## src/rtl/lsu_pkg.sv

```systemverilog
// Shared encodings and helpers for the load/store unit: access sizes,
// FSM state codes and the alignment rule applied at request accept.
package lsu_pkg;

    localparam logic [1:0] SIZE_BYTE = 2'b00;
    localparam logic [1:0] SIZE_HALF = 2'b01;
    localparam logic [1:0] SIZE_WORD = 2'b10;
    localparam logic [1:0] SIZE_ILL  = 2'b11;

    localparam logic [1:0] ST_IDLE  = 2'd0;
    localparam logic [1:0] ST_READ  = 2'd1;
    localparam logic [1:0] ST_WRITE = 2'd2;
    localparam logic [1:0] ST_RESP  = 2'd3;

    typedef enum logic [1:0] {
        S_IDLE  = ST_IDLE,
        S_READ  = ST_READ,
        S_WRITE = ST_WRITE,
        S_RESP  = ST_RESP
    } lsu_state_t;

    // Illegal size encodings are folded in so a single check covers every fault.
    function automatic logic lsu_misaligned(input logic [1:0] size, input logic [1:0] offset);
        logic bad;
        case (size)
            SIZE_BYTE: bad = 1'b0;
            SIZE_HALF: bad = offset[0];
            SIZE_WORD: bad = (offset != 2'b00);
            default:   bad = 1'b1;
        endcase
        return bad;
    endfunction

endpackage

```

## src/rtl/load_store_unit_if.sv

```systemverilog
// Request/response handshake and data-memory bus of the load/store unit.
interface load_store_unit_if;

    logic        req_valid;
    logic        req_ready;
    logic        req_write;
    logic [1:0]  req_size;
    logic        req_signed;
    logic [31:0] req_addr;
    logic [31:0] req_wdata;

    logic        resp_valid;
    logic [31:0] resp_rdata;
    logic        resp_misaligned;

    logic [31:0] mem_a;
    logic        mem_we;
    logic [31:0] mem_wd;
    logic [31:0] mem_rd;

    modport slave (
        input  req_valid, req_write, req_size, req_signed, req_addr, req_wdata, mem_rd,
        output req_ready, resp_valid, resp_rdata, resp_misaligned, mem_a, mem_we, mem_wd
    );

    modport master (
        output req_valid, req_write, req_size, req_signed, req_addr, req_wdata, mem_rd,
        input  req_ready, resp_valid, resp_rdata, resp_misaligned, mem_a, mem_we, mem_wd
    );

endinterface

```

## src/rtl/lsu_byte_lane.sv

```systemverilog
// Little-endian lane steering: extracts/extends a load result from a memory word
// and merges sub-word store data into a previously read word.
import lsu_pkg::*;

module lsu_byte_lane (
    input  logic [31:0] rd_word,
    input  logic [1:0]  offset,
    input  logic [1:0]  size,
    input  logic        is_signed,
    output logic [31:0] load_data,
    input  logic [31:0] old_word,
    input  logic [31:0] new_data,
    output logic [31:0] merged
);

    logic [31:0] shifted;
    logic [31:0] mask;
    logic [31:0] spread;

    always_comb begin
        shifted   = rd_word >> {offset, 3'b000};
        load_data = rd_word;
        case (size)
            SIZE_BYTE: load_data = {{24{is_signed & shifted[7]}}, shifted[7:0]};
            SIZE_HALF: load_data = {{16{is_signed & shifted[15]}}, shifted[15:0]};
            default:   load_data = rd_word;
        endcase
    end

    // Replicate the store data across all lanes, then let the mask pick the target lane.
    always_comb begin
        mask   = '1;
        spread = new_data;
        case (size)
            SIZE_BYTE: begin
                mask   = 32'h0000_00FF << {offset, 3'b000};
                spread = {4{new_data[7:0]}};
            end
            SIZE_HALF: begin
                mask   = 32'h0000_FFFF << {offset[1], 4'b0000};
                spread = {2{new_data[15:0]}};
            end
            default: begin
                mask   = '1;
                spread = new_data;
            end
        endcase
        merged = (old_word & ~mask) | (spread & mask);
    end

endmodule

```

## src/rtl/load_store_unit.sv

```systemverilog
// Multi-cycle load/store unit: IDLE/READ/WRITE/RESP FSM between the memory
// stage and a word-addressed data memory; sub-word stores use read-modify-write.
import lsu_pkg::*;

module load_store_unit (
    input  logic              clk,
    input  logic              reset,
    load_store_unit_if.slave  bus
);

    lsu_state_t  state;
    logic [31:0] addr_q;
    logic        write_q;
    logic [1:0]  size_q;
    logic        signed_q;
    logic [31:0] wdata_q;
    logic [31:0] word_q;
    logic [31:0] rdata_q;
    logic        mis_q;

    logic [31:0] load_data;
    logic [31:0] merged;

    lsu_byte_lane u_lane (
        .rd_word   (bus.mem_rd),
        .offset    (addr_q[1:0]),
        .size      (size_q),
        .is_signed (signed_q),
        .load_data (load_data),
        .old_word  (word_q),
        .new_data  (wdata_q),
        .merged    (merged)
    );

    // Response registers only change on the edge entering RESP, so they hold between responses.
    always_ff @(posedge clk) begin
        if (reset) begin
            state   <= S_IDLE;
            rdata_q <= '0;
            mis_q   <= 1'b0;
        end else begin
            case (state)
                S_IDLE: begin
                    if (bus.req_valid) begin
                        addr_q   <= bus.req_addr;
                        write_q  <= bus.req_write;
                        size_q   <= bus.req_size;
                        signed_q <= bus.req_signed;
                        wdata_q  <= bus.req_wdata;
                        if (lsu_misaligned(bus.req_size, bus.req_addr[1:0])) begin
                            state   <= S_RESP;
                            rdata_q <= '0;
                            mis_q   <= 1'b1;
                        end else if (bus.req_write && bus.req_size == SIZE_WORD) begin
                            state <= S_WRITE;
                        end else begin
                            state <= S_READ;
                        end
                    end
                end
                S_READ: begin
                    word_q <= bus.mem_rd;
                    if (write_q) begin
                        state <= S_WRITE;
                    end else begin
                        state   <= S_RESP;
                        rdata_q <= load_data;
                        mis_q   <= 1'b0;
                    end
                end
                S_WRITE: begin
                    state   <= S_RESP;
                    rdata_q <= '0;
                    mis_q   <= 1'b0;
                end
                default: state <= S_IDLE;
            endcase
        end
    end

    assign bus.req_ready       = (state == S_IDLE) && !reset;
    assign bus.resp_valid      = (state == S_RESP);
    assign bus.resp_rdata      = rdata_q;
    assign bus.resp_misaligned = mis_q;

    always_comb begin
        bus.mem_a  = '0;
        bus.mem_wd = '0;
        bus.mem_we = 1'b0;
        if (state == S_READ || state == S_WRITE) begin
            bus.mem_a = {addr_q[31:2], 2'b00};
        end
        if (state == S_WRITE) begin
            bus.mem_wd = merged;
            bus.mem_we = !reset;
        end
    end

endmodule
```

## src/flat_wrapper.sv

```systemverilog
// flat-port wrapper written by rule: the top's interface ports become plain ports
module load_store_unit_flat 
  (clk, reset, bus_req_valid, bus_req_write, bus_req_size, bus_req_signed, bus_req_addr, bus_req_wdata, bus_mem_rd, bus_req_ready, bus_resp_valid, bus_resp_rdata, bus_resp_misaligned, bus_mem_a, bus_mem_we, bus_mem_wd);
  load_store_unit_if bus_i ();
  input  logic clk;
  input  logic reset;
  input wire logic [$bits(bus_i.req_valid)-1:0] bus_req_valid;
  input wire logic [$bits(bus_i.req_write)-1:0] bus_req_write;
  input wire logic [$bits(bus_i.req_size)-1:0] bus_req_size;
  input wire logic [$bits(bus_i.req_signed)-1:0] bus_req_signed;
  input wire logic [$bits(bus_i.req_addr)-1:0] bus_req_addr;
  input wire logic [$bits(bus_i.req_wdata)-1:0] bus_req_wdata;
  input wire logic [$bits(bus_i.mem_rd)-1:0] bus_mem_rd;
  output wire logic [$bits(bus_i.req_ready)-1:0] bus_req_ready;
  output wire logic [$bits(bus_i.resp_valid)-1:0] bus_resp_valid;
  output wire logic [$bits(bus_i.resp_rdata)-1:0] bus_resp_rdata;
  output wire logic [$bits(bus_i.resp_misaligned)-1:0] bus_resp_misaligned;
  output wire logic [$bits(bus_i.mem_a)-1:0] bus_mem_a;
  output wire logic [$bits(bus_i.mem_we)-1:0] bus_mem_we;
  output wire logic [$bits(bus_i.mem_wd)-1:0] bus_mem_wd;
  assign bus_i.req_valid = bus_req_valid;
  assign bus_i.req_write = bus_req_write;
  assign bus_i.req_size = bus_req_size;
  assign bus_i.req_signed = bus_req_signed;
  assign bus_i.req_addr = bus_req_addr;
  assign bus_i.req_wdata = bus_req_wdata;
  assign bus_i.mem_rd = bus_mem_rd;
  assign bus_req_ready = bus_i.req_ready;
  assign bus_resp_valid = bus_i.resp_valid;
  assign bus_resp_rdata = bus_i.resp_rdata;
  assign bus_resp_misaligned = bus_i.resp_misaligned;
  assign bus_mem_a = bus_i.mem_a;
  assign bus_mem_we = bus_i.mem_we;
  assign bus_mem_wd = bus_i.mem_wd;
  load_store_unit u_core (.clk(clk), .reset(reset), .bus(bus_i));
endmodule
```

## config.mk

```make
export PLATFORM = sky130hd
export DESIGN_NAME = load_store_unit_flat
export DESIGN_NICKNAME = d
export VERILOG_FILES = /design/src/rtl/lsu_pkg.sv /design/src/rtl/load_store_unit_if.sv /design/src/rtl/lsu_byte_lane.sv /design/src/rtl/load_store_unit.sv /design/src/flat_wrapper.sv
export SDC_FILE = /design/constraint.sdc
export NUM_CORES = 1
export LEC_CHECK = 0
export ABC_CLOCK_PERIOD_IN_PS = 3800
export CAP_MARGIN = 25
export CORE_UTILIZATION = 50
export CTS_BUF_LIST = sky130_fd_sc_hd__clkbuf_4 sky130_fd_sc_hd__clkbuf_8 sky130_fd_sc_hd__clkbuf_16
export CTS_CLUSTER_SIZE = 14
export DETAILED_ROUTE_END_ITERATION = 16
export DONT_BUFFER_PORTS = 1
export GPL_TIMING_DRIVEN = 0
export PLACE_DENSITY = 0.63
export SLEW_MARGIN = 0
export SYNTH_ARGS = -nofsm -noshare
export SYNTH_HDL_FRONTEND = slang
export SYNTH_SLANG_ARGS = --single-unit
```

## constraint.sdc

```tcl
create_clock -name clk -period 3.8 [get_ports clk]
set_input_delay 0.38 -clock clk [delete_from_list [all_inputs] [get_ports clk]]
set_output_delay 0.38 -clock clk [all_outputs]
set_load 0.02 [all_outputs]
```

# Word level (Yosys, flattened, before mapping)

Index checks and enable logic that the tools add are counted.

Logic and storage cells: 63
Register bits after elaboration: 135
Output and inout port bits: 100
Input port bits: 103

Shifts and indexed selects: 3
Bitwise logic cells: 7
Equality and inequality tests: 9
Mux-type cells: 23
Reductions and logical operators: 12

Operators with widths:

| operator                                               | number |
|---|---|
| one-hot mux 32 bit (2 select lines)                    | 3 |
| 2-to-1 mux 32 bit                                      | 5 |
| one-hot mux 32 bit (3 select lines)                    | 1 |
| AND 32 bit                                             | 2 |
| NOT 32 bit                                             | 1 |
| OR 32 bit                                              | 1 |
| left shift 16 x 5 -> 32 bit (first input constant)     | 1 |
| left shift 8 x 5 -> 32 bit (first input constant)      | 1 |
| right shift 32 x 5 -> 16 bit                           | 1 |
| 2-to-1 mux 1 bit                                       | 8 |
| == test 2 x 1 -> 1 bit (second input constant)         | 3 |
| == test 2 bit (second input constant)                  | 3 |
| logical NOT 2 bit                                      | 3 |
| 2-to-1 mux 2 bit                                       | 3 |
| one-hot mux 1 bit (3 select lines)                     | 2 |
| one-hot mux 2 bit (3 select lines)                     | 1 |
| inequality test 2 bit (second input constant)          | 2 |
| AND reduction 4 bit                                    | 1 |
| AND reduction 3 bit                                    | 1 |
| nonzero test 3 bit                                     | 1 |
| AND 1 bit                                              | 2 |
| logical AND 1 bit                                      | 2 |
| inequality test 2 x 1 -> 1 bit (second input constant) | 1 |
| AND reduction 2 bit                                    | 1 |
| other kinds (4)                                        | 4 |

# Logic depth before layout (Yosys ltp)

Gate-level depths: netlist of the first run.

Depth in word-level cells: 8
Gate-level depth with buffers: 9
Depth with buffers taken out: 6

# Hierarchy

From an unflattened synthesis of the first run, not the netlist that was laid out.

Cells, all modules: 593
Area total of the unflattened synthesis: 6641.4 um^2

By module, submodules not included:

| module          | cells an instance | seq. area each (um^2) | times used | area an instance (um^2) |
|---|---|---|---|---|
| load_store_unit | 345               | 3703.6                | 1          | 5079.9 |
| lsu_byte_lane   | 248               | 0.0                   | 1          | 1561.5 |

# Worst setup path after synthesis of the first run

No wires, ideal clock.

Path type: reg2reg
Start point: register u_core.state[0]
End point: register u_core.addr_q[0], enable pin
Stages on the path, launching flop included: 5
Setup slack: 0.813 ns
Arrival: 2.554 ns
Clock period less this slack: 2.987 ns
Buffers on the path: 0
Setup time: 0.433 ns
Required time: 3.367 ns
Cells stage by stage: dfxtp_1 inv_1 ha_1 and2b_1 and2_1

Longest elaborated chain between the ends: 2

Ends and longest elaborated chain:

| item                                 | RTL line              | source |
|---|---|---|
| start, declared                      | load_store_unit.sv:11 | `lsu_state_t state;` |
| start signal, assigned               | load_store_unit.sv:38 | `state <= S_IDLE;` |
| start signal, assigned               | load_store_unit.sv:51 | `state <= S_RESP;` |
| start signal, assigned               | load_store_unit.sv:55 | `state <= S_WRITE;` |
| logical NOT 2 bit                    | load_store_unit.sv:42 | `case (state)` |
| AND reduction 3 bit (no source line) | -                     |  |
| end signal, assigned                 | load_store_unit.sv:45 | `addr_q <= bus.req_addr;` |
| end, declared                        | load_store_unit.sv:12 | `logic [31:0] addr_q;` |

No other way between the ends.
A chain may end at the register's enable or synchronous reset.

# Worst setup path in the final report of the first run

Start point: register u_core.addr_q[1]
End point: output bus_mem_wd[14]

Longest elaborated chain between the ends: 6
Elaborated cells on any way between the ends: 8
Those cells by class: shift (2); mux (2); bitwise (4)

Ends and longest elaborated chain:

| item                                                                             | RTL line                                 | source |
|---|---|---|
| left shift 16 x 5 -> 32 bit / left shift 8 x 5 -> 32 bit (equally long branches) | lsu_byte_lane.sv:40, lsu_byte_lane.sv:36 |  |
| one-hot mux 32 bit (2 select lines) (*)                                          | lsu_byte_lane.sv:34                      | `case (size)` |
| NOT 32 bit                                                                       | lsu_byte_lane.sv:48                      | `merged = (old_word & ~mask) \| (spread & mask);` |
| AND 32 bit                                                                       | lsu_byte_lane.sv:48                      |  |
| OR 32 bit (*)                                                                    | lsu_byte_lane.sv:48                      |  |
| 2-to-1 mux 32 bit (*)                                                            | load_store_unit.sv:93                    | `if (state == S_WRITE) begin` |
| end, declared                                                                    | flat_wrapper.sv:20                       | `output wire logic [$bits(bus_i.mem_wd)-1:0] bus_mem_wd;` |

Every way passes the cells marked *; elsewhere a longest branch is shown, timed or not.

==> reports/results.tsv, run 1 <==
stage	metric	value	unit
outcome	status	finished clean	
run	max cap viols	0	
worst_setup_path	crit-path max cell delay	720	ps
layout	Finished Layout Cells	637	
worst_setup_path	reg-to-reg setup timing slack	1410	ps
detailed_routing	First-pass DRT Iterations	7	
timing	Final period util	83.8	%
logic_synthesis	Post-synth ARST share	0	%
timing	fin crit period	3180	ps
worst_setup_path	r2r endpoint	u_core.bus.resp_rdata[21]$_SDFFE_PP0P_	
grt	Congestion Overflow GR	0	
logic_synthesis	Synth cell types	47	
pwr	Pwr per Cell Area	731	nW/um^2
worst_setup_path	Crit. End Element	output pin	
logic_synthesis	Cells after Synth	460	
clocking	number of buffers created by CTS	17	
detailed_routing	vias per std cell	6.29	
die	Die X	111	um
worst_setup_path	Crit Path Category	flop to output pin	
timing	Layout Skew	4.97	ps
die	Die H	111	um
die	Core Region	11500	um^2
worst_setup_path	most used cell, CP	clkbuf_1	
clocking	clk buf depth	2	
logic_synthesis	share of the synthesized area in the top cell type	50.8	%
worst_setup_path	critical path required time	3420	ps
logic_synthesis	mapped cell area	5920	um^2
logic_synthesis	Most used DFF post-synth	edfxtp_1	
place	Buffers on Ports	0	
grt	first-pass GRT wire length	23700	um
clocking	TritonCTS clock tree	yes	
clocking	root buffer cell	clkbuf_16	
worst_setup_path	CP Data Arrival Time	2800	ps
die	io pins	203	
place	GP Congestion	0.828	
logic_synthesis	register area share after synthesis	62.6	%
logic_synthesis	Yosys warning count	0	
layout	Core Util, Final	58.8	%
grt	initial antenna violation count	0	
logic_synthesis	Synth Area in Compound Gates	16.5	%
grt	largest net degree at the start of global routing	69	
logic_synthesis	FF+latch count, synth	135	
place	placed cell count	605	
worst_setup_path	CP Launch Point	u_core.addr_q[1]$_DFFE_PP_	
worst_setup_path	Worst Reg-to-Reg Cells	8	
worst_setup_path	worst path cell trace	clkbuf_1 > buf_2 > o21ai_1 > clkbuf_1 > nor2_1 > a311oi_1	
timing	TNS Setup	0	ps
timing	Worst slew margin	38.2	%
worst_setup_path	CP bufs+invs	3	
detailed_routing	DR WL/cell	24.4	um
logic_synthesis	Synth Area in Adders	0.846	%
worst_setup_path	CP Depth	6	
die	Initial Util	51.6	%
grt	Tot GR Track Use	26.1	%
clocking	setup bufs post-CTS	0	
grt	number of global-route vias before repair	3970	
clocking	Hold Buf Count CTS	0	
detailed_routing	final wirelength	15600	um
detailed_routing	DRC	0	
detailed_routing	DR vias	4004	
worst_setup_path	nature of the critical path startpoint	flop	
die	DIE AREA	12300	um^2
pwr	maximum VDD drop	0.537	mV
logic_synthesis	Synth Area in XOR/XNOR	0	%
logic_synthesis	Post-Synth Simple-Gate Area	9.09	%
clocking	Clock Sinks	135	
worst_setup_path	r2r startpoint	u_core.state[0]$_SDFFE_PP0P_	
die	site row count	39	
clocking	post-CTS sizing	0	
worst_setup_path	Worst Path Max Fanout	10	
layout	share of cells above drive strength 1	12.1	%
detailed_routing	initial DRC count	439	
place	DP HPWL	11300	um
logic_synthesis	cell accounting for the most synthesized area	edfxtp_1	
timing	Fmax	314	MHz
logic_synthesis	main combinational cell family by area after synthesis	compound AO/OA/AOI/OAI gates	
clocking	clk slew on worst S/H paths	60	ps
layout	# diodes	0	
timing	slew at the pin closest to its max-slew limit	920	ps
worst_setup_path	CP max-delay cell	a311oi_1	
layout	# nets final	588	
logic_synthesis	post-synthesis area per instance	12.9	um^2
layout	Layout area overhead	14.0	%
clocking	Clk Latency, worst-skew pair	410	ps
logic_synthesis	top post-synthesis cells by area	edfxtp_1, dfxtp_1, mux2i_1, o2bb2ai_1, and2_1	
logic_synthesis	EDFF count, synth	100	
timing	RSZ-0062 raised after global routing	false	
timing	Setup violations, final	0	
timing	Hold Worst Slack	28.7	ps
layout	fill count	895	
logic_synthesis	mux cell area share after synthesis	7.55	%
worst_hold_path	HP Class	primary input to flop	
detailed_routing	DRT antenna net count	0	
pwr	Lkg Pwr	0.00242	uW
worst_setup_path	CP delay by family, top	compound AO/OA/AOI/OAI gates	
timing	Pins Over Slew Limit	0	
worst_setup_path	worst setup path end	bus_mem_wd[14]	
clocking	H-Tree Depth	4	
timing	Final Hold Fails	0	
==> sequential cells by signal, indices dropped and copies added, names as in the netlist <==
| signal | count |
|---|---|
| u_core.signed_q | 1 |
| u_core.addr_q | 32 |
| u_core.bus.resp_misaligned | 1 |
| u_core.word_q | 32 |
| u_core.bus.resp_rdata | 32 |
| u_core.write_q | 1 |
| u_core.size_q | 2 |
| u_core.state | 2 |
| u_core.wdata_q | 32 |
==> placed cells by master (no fill, tap or decap), drive strengths merged, types with 7 or more instances in the layout <==
cell,count
a21oi,17
inv,14
nand3,7
a221o,16
nand2,15
a211oi,8
a311oi,10
o2bb2ai,24
dfxtp,35
edfxtp,100
and2,32
o21ai,29
buf,12
nor2,38
clkbuf,43
mux2i,39
==> layout make-up <==
| type | instances | area, um^2 | share of cell area [%] |
|---|---|---|---|
| well taps | 143 | 179 | 2.65 |
| flip-flops and latches | 135 | 3700 | 54.9 |
| repair buffers | 1 | 27.5 | 0.408 |
| clock inverters | 11 | 101 | 1.50 |
| multi-input cells | 284 | 2020 | 29.9 |
| inverters | 9 | 33.8 | 0.501 |
| plain buffers | 33 | 166 | 2.47 |
| clock buffers | 21 | 514 | 7.63 |
==> through the flow <==
step	cell area [um^2]	power [uW]	setup slack (ps)
floorplan	5920	2990	813
global placement	6100	3250	122
detailed placement	6130	3280	1030
CTS	6740	4960	567
global route	6740	5150	417
finish	6740	4930	616
==> cell families after synthesis <==
| group | after synthesis |
|---|---|
| adders and majority gates | 4 |
| buffers and inverters | 42 |
| DFF | 135 |
| AOI/OAI and AO/OA | 130 |
| and+or+nand+nor | 106 |
| muxes | 42 |
| other | 1 |
==> power by group <==
group          internal (uW)  switching [uW]
logic                    343             986
registers               1810             116
clock network           1040             635
==> layer usage <==
metal / wire [um] / share of wire [%] / GRT usage, % / vias up
li1: - / - / - / 1821
met1: 6340 / 41 / 32.4 / 1934
met2: 7390 / 47 / 39.8 / 223
met3: 1520 / 9.7 / 11.6 / 26
met4: 328 / 2.1 / 10.3 / 0
met5: 0 / 0 / 0 / -
==> cell usage after synthesis (7+ instances only) <==
| library cell | count |
|---|---|
| and2_1 | 32 |
| nor2_1 | 38 |
| edfxtp_1 | 100 |
| a221o_1 | 16 |
| mux2i_1 | 39 |
| a211oi_1 | 8 |
| a21oi_1 | 17 |
| dfxtp_1 | 35 |
| o21ai_0 | 25 |
| o2bb2ai_1 | 24 |
| clkbuf_1 | 21 |
| nand2_1 | 15 |
| inv_1 | 7 |
| nand3_1 | 7 |
| a311oi_1 | 10 |
==> worst min-delay path by stage <==
stage	start	end	slack [ps]	depth (start not counted)
finish	reset	u_core.state[1]$_SDFFE_PP0P_	30	1
global route	reset	u_core.state[1]$_SDFFE_PP0P_	2	1
CTS	reset	u_core.state[1]$_SDFFE_PP0P_	8	1
detailed placement	reset	u_core.state[1]$_SDFFE_PP0P_	450	1
global placement	reset	u_core.state[1]$_SDFFE_PP0P_	450	1
floorplan	reset	u_core.state[1]$_SDFFE_PP0P_	450	1
No activity file was read; power rests on OpenSTA's default activity.
==> run 2, diff against run 1 <==
--- a/config.mk
+++ b/config.mk
@@ -5,7 +5,7 @@
 export SDC_FILE = /design/constraint.sdc
 export NUM_CORES = 1
 export LEC_CHECK = 0
-export ABC_CLOCK_PERIOD_IN_PS = 3800
+export ABC_CLOCK_PERIOD_IN_PS = 3000
 export CAP_MARGIN = 25
 export CORE_UTILIZATION = 50
 export CTS_BUF_LIST = sky130_fd_sc_hd__clkbuf_4 sky130_fd_sc_hd__clkbuf_8 sky130_fd_sc_hd__clkbuf_16
==> constraint.sdc (replaced) <==
create_clock -name clk -period 3 [get_ports clk]
set_input_delay 0.3 -clock clk [delete_from_list [all_inputs] [get_ports clk]]
set_output_delay 0.3 -clock clk [all_outputs]
set_load 0.02 [all_outputs]
==> reports/results.tsv, run 2 (synthesized netlist as in run 1, its figures left out) <==
stage	metric	value	unit
detailed_routing	First-pass DRT Iterations	6	
worst_setup_path	CP bufs+invs	2	
die	Initial Util	51.6	%
pwr	clock share of power	33.3	%
die	Die H	111	um
timing	Worst slew margin	40.2	%
timing	fin crit period	2870	ps
timing	Layout Skew	6.46	ps
timing	Hold Worst Slack	16.8	ps
detailed_routing	DRC	0	
layout	Core Util, Final	68.0	%
detailed_routing	DR vias	4397	
clocking	clk slew on worst S/H paths	60	ps
timing	slew at the pin closest to its max-slew limit	891	ps
worst_setup_path	CP Data Arrival Time	2570	ps
detailed_routing	initial DRC count	455	
grt	largest net degree at the start of global routing	69	
place	GP Congestion	0.828	
place	Buffers on Ports	0	
pwr	logic gate share of total power	28.7	%
layout	# nets final	689	
pwr	Reg power frac	38.0	%
die	site row count	39	
place	placed cell count	605	
pwr	internal power	4140	uW
grt	initial antenna violation count	0	
grt	number of global-route vias before repair	4549	
pwr	maximum VDD drop	0.695	mV
clocking	root buffer cell	clkbuf_16	
worst_setup_path	crit-path max cell delay	690	ps
detailed_routing	vias per std cell	5.96	
layout	# diodes	0	
grt	Tot GR Track Use	28.2	%
worst_hold_path	HP Class	primary input to flop	
timing	Pins Over Slew Limit	0	
timing	Final Hold Fails	0	
clocking	Clk Latency, worst-skew pair	420	ps
clocking	Clock Sinks	135	
outcome	status	finished clean	
pwr	Pwr per Cell Area	822	nW/um^2
pwr	Lkg Pwr	0.00285	uW
layout	most common cell after layout, fill and taps aside	dlygate4sd3_1	
worst_setup_path	Crit. End Element	output pin	
pwr	switching share of power	35.4	%
worst_setup_path	nature of the critical path startpoint	flop	
detailed_routing	DR WL/cell	23.1	um
worst_setup_path	critical path required time	2700	ps
layout	share of cells above drive strength 1	11.6	%
run	max cap viols	0	
layout	Finished Layout Cells	738	
worst_setup_path	CP max-delay cell	a211oi_1	
timing	Final period util	95.6	%
clocking	setup bufs post-CTS	0	
detailed_routing	final wirelength	17000	um
place	DP HPWL	11300	um
die	Core Region	11500	um^2
worst_setup_path	Worst Path Max Fanout	9	
worst_setup_path	Crit Path Category	flop to output pin	
die	Die X	111	um
die	io pins	203	
worst_setup_path	CP delay by family, top	compound AO/OA/AOI/OAI gates	
timing	Fmax	349	MHz
timing	Setup violations, final	0	
grt	first-pass GRT wire length	25800	um
clocking	number of buffers created by CTS	17	
worst_setup_path	worst path cell trace	buf_2 > inv_1 > o21ai_2 > mux2i_1 > a211oi_1	
layout	most frequent cells in the layout	dlygate4sd3_1, edfxtp_1, mux2i_1	
clocking	TritonCTS clock tree	yes	
clocking	clk buf depth	2	
grt	Congestion Overflow GR	0	
die	DIE AREA	12300	um^2
layout	Layout area overhead	31.8	%
clocking	H-Tree Depth	4	
pwr	Psw	2270	uW
detailed_routing	DRT antenna net count	0	
## run 2: cell types whose count changed in the layout (fill, tap and decap cells not counted), sizes merged
cell	before	now
dlygate4sd3	0	101
## run 2: layer usage
layer / GRT usage (%) / part of all wire (%) / wire (um)
met5: 0 / 0 / 0
met4: 10.7 / 2.0 / 341
met3: 10.4 / 9.0 / 1530
met2: 45.6 / 49 / 8290
met1: 34.5 / 40 / 6880
## run 2: worst register-to-register path, cell delays in order (launching register included)
cell	delay [ps]
dfxtp_1	350
ha_1	340
or4b_4	590
a221oi_2	260
buf_4	230
and4bb_1	220
buf_6	140
buf_12	130
a221o_1	110
## run 2: power groups by stage
stage / logic, uW / registers (uW) / clock network, uW
final: 1840 / 2440 / 2130
after global routing: 1990 / 2460 / 2240
after CTS: 1810 / 2430 / 2150
after detailed placement: 1690 / 2470 / 0
after global placement: 1630 / 2480 / 0
after floorplan: 1350 / 2440 / 0
## run 2: what timing repair did
item                                    4_1_cts  5_1_grt
cloned                                        0        0
endpoints found under the setup margin        2       11
hold endpoints to repair                    103        0
hold buffers                                101        0
resized for setup                             0       10
## run 2: cell type report
class                      instances  area [um^2]
clock inverter                    11          101
multi-input combinational        284         2060
clock buffer                      21          514
buffer                            33          168
tap                              143          179
fill                             808         3670
timing repair buffer             102         1040
inverter                           9         33.8
sequential                       135         3700
## run 2: through the flow
| stage | total power (uW) | cell area (um^2) | setup WS [ps] | TNS [ps] |
|---|---|---|---|---|
| floorplan | 3790 | 5920 | 12.7 | 0 |
| global placement | 4110 | 6100 | -678 | -45480 |
| detailed placement | 4160 | 6130 | 305 | 0 |
| CTS | 6390 | 7750 | -153 | -289 |
| global route | 6680 | 7800 | -12.8 | -12.8 |
| finish | 6410 | 7800 | 131 | 0 |
## run 2: worst paths after layout
check	start	endpoint	slack, ps	cells past startpoint
setup / recovery	u_core.addr_q[0]$_DFFE_PP_	bus_mem_wd[22]	130	5
hold / removal	bus_mem_rd[22]	u_core.bus.resp_rdata[22]$_SDFFE_PP0P_	20	1
setup reg to reg	u_core.state[0]$_SDFFE_PP0P_	u_core.bus.resp_rdata[21]$_SDFFE_PP0P_	590	8
hold reg to reg	u_core.state[1]$_SDFFE_PP0P_	u_core.state[1]$_SDFFE_PP0P_	490	2
==> run 3, diff against run 2 <==
--- a/config.mk
+++ b/config.mk
@@ -7,13 +7,13 @@
 export LEC_CHECK = 0
 export ABC_CLOCK_PERIOD_IN_PS = 3000
 export CAP_MARGIN = 25
-export CORE_UTILIZATION = 50
+export CORE_UTILIZATION = 63
 export CTS_BUF_LIST = sky130_fd_sc_hd__clkbuf_4 sky130_fd_sc_hd__clkbuf_8 sky130_fd_sc_hd__clkbuf_16
 export CTS_CLUSTER_SIZE = 14
 export DETAILED_ROUTE_END_ITERATION = 16
 export DONT_BUFFER_PORTS = 1
 export GPL_TIMING_DRIVEN = 0
-export PLACE_DENSITY = 0.63
+export PLACE_DENSITY = 0.77
 export SLEW_MARGIN = 0
 export SYNTH_ARGS = -nofsm -noshare
 export SYNTH_HDL_FRONTEND = slang
==> reports/results.tsv, run 3 (synthesized netlist as in run 1, its figures left out) <==
stage	metric	value	unit
layout	# diodes	0	
outcome	status	finished with violations	
grt	first-pass GRT wire length	27800	um
timing	Pins Over Slew Limit	0	
die	Die X	98.9	um
worst_setup_path	nature of the critical path startpoint	flop	
pwr	maximum VDD drop	0.794	mV
die	Core Region	8890	um^2
timing	Final Hold Fails	1	
die	site row count	34	
worst_setup_path	Worst Path Max Fanout	10	
timing	fin crit period	2930	ps
die	Initial Util	66.5	%
grt	Tot GR Track Use	39.3	%
die	io pins	203	
die	Die H	98.9	um
timing	Fmax	341	MHz
layout	# nets final	690	
detailed_routing	DR WL/cell	27.0	um
detailed_routing	DRT antenna net count	0	
worst_hold_path	HP Class	primary input to flop	
timing	Hold Worst Slack	-0.615	ps
pwr	Pwr per Cell Area	827	nW/um^2
timing	Final period util	97.8	%
layout	Layout area overhead	32.3	%
detailed_routing	initial DRC count	368	
worst_setup_path	Crit Path Category	flop to output pin	
detailed_routing	vias per std cell	6.74	
clocking	number of buffers created by CTS	17	
timing	slew at the pin closest to its max-slew limit	913	ps
pwr	Lkg Pwr	0.00285	uW
worst_setup_path	CP max-delay cell	a311oi_4	
worst_setup_path	CP Data Arrival Time	2630	ps
worst_setup_path	critical path required time	2700	ps
layout	Multi-input gate area	2140	um^2
grt	initial antenna violation count	0	
die	DIE AREA	9780	um^2
timing	Layout Skew	9.17	ps
clocking	TritonCTS clock tree	yes	
grt	Congestion Overflow GR	0	
detailed_routing	final wirelength	19000	um
clocking	H-Tree Depth	4	
clocking	Clock Sinks	135	
outcome	violated checks	hold timing	
detailed_routing	First-pass DRT Iterations	7	
timing	RSZ-0062 raised after global routing	true	
layout	post-route cell area	7830	um^2
clocking	Clk Latency, worst-skew pair	530	ps
detailed_routing	DRC	0	
timing	Setup violations, final	0	
clocking	root buffer cell	clkbuf_8	
place	DP HPWL	10400	um
worst_setup_path	crit-path max cell delay	440	ps
layout	fill count	391	
layout	Core Util, Final	88.0	%
run	max cap viols	0	
detailed_routing	DR vias	4745	
place	DP Area	6080	um^2
place	Buffers on Ports	0	
layout	share of cells above drive strength 1	12.9	%
grt	number of global-route vias before repair	4965	
clocking	clk slew on worst S/H paths	70	ps
layout	most common cell after layout, fill and taps aside	dlygate4sd3_1	
grt	largest net degree at the start of global routing	69	
worst_setup_path	Crit. End Element	output pin	
clocking	clk buf depth	2	
layout	most frequent cells in the layout	dlygate4sd3_1, edfxtp_1, mux2i_1	
worst_setup_path	worst path cell trace	clkbuf_1 > buf_2 > o21ai_2 > clkbuf_4 > nor2_1 > a311oi_4	
layout	Reg area	3700	um^2
timing	Worst slew margin	39.2	%
place	GP Congestion	0.830	
run 3: changes by cell type in the layout (fill, tap and decap cells not counted), moves of 2 or more:
cell       previous run  this run
clkinv_2              3         1
o21ai_4               0         2
a311oi_4              0         2
a311oi_1              7         2
a311oi_2              3         6
clkbuf_16            20        18
clkinv_4              1         3
run 3: timing repair:
| item | in CTS | in global routing |
|---|---|---|
| hold endpoints to repair | 125 | 0 |
| endpoints found under the setup margin | 13 | 18 |
| pin swaps | 0 | 0 |
| setup buffers | 0 | 0 |
| resized for setup | 6 | 17 |
| hold buffers | 102 | 0 |
run 3: power by group:
part	switching [uW]	internal, uW
clock network	863	1220
logic	1390	552
registers	158	2290
run 3: worst max-delay path: cells and delay by family, from the launching register on:
family	cells	cell delay, ps
buffers and inverters	3	830
AO/OA/AOI/OAI	2	780
flip-flops	1	390
AND/OR/NAND/NOR	1	100
run 3: through the flow:
step	power, uW	hold slack, ps	worst slack [ps]	TNS [ps]	cells
2_1_floorplan	3790	369	12.7	0	461
3_3_place_gp	4090	371	-616	-41480	569
3_5_place_dp	4140	376	221	0	570
4_1_cts	6300	1.37	17.2	0	704
5_1_grt	6680	5.48	-18.6	-36.1	704
6_report	6480	-0.615	65.2	0	704
run 3: final timing paths:
kind | depth (start not counted) | slack [ps] | from | endpoint
max reg2reg | 8 | 610 | u_core.state[0]$_SDFFE_PP0P_ | u_core.bus.resp_rdata[23]$_SDFFE_PP0P_
min | 2 | -0.6 | bus_mem_rd[0] | u_core.bus.resp_rdata[0]$_SDFFE_PP0P_
max | 6 | 70 | u_core.addr_q[1]$_DFFE_PP_ | bus_mem_wd[15]
min reg2reg | 2 | 530 | u_core.state[1]$_SDFFE_PP0P_ | u_core.state[1]$_SDFFE_PP0P_
run 3: layer usage:
metal,up-vias,GRT usage [%],routed length (um)
li1,2019,-,-
met1,2295,46.1,6760
met2,382,62.2,9080
met3,49,18.8,2620
met4,0,15.8,521
met5,-,1.54,0
run 3: area by class of cell:
| type | instances | share of cell area, % |
|---|---|---|
| inverter | 9 | 0.432 |
| buffer | 33 | 2.17 |
| clock inverter | 13 | 1.65 |
| clock buffer | 19 | 5.93 |
| tap | 108 | 1.73 |
| timing repair buffer | 103 | 13.4 |
| multi-input combinational | 284 | 27.4 |
| sequential | 135 | 47.3 |
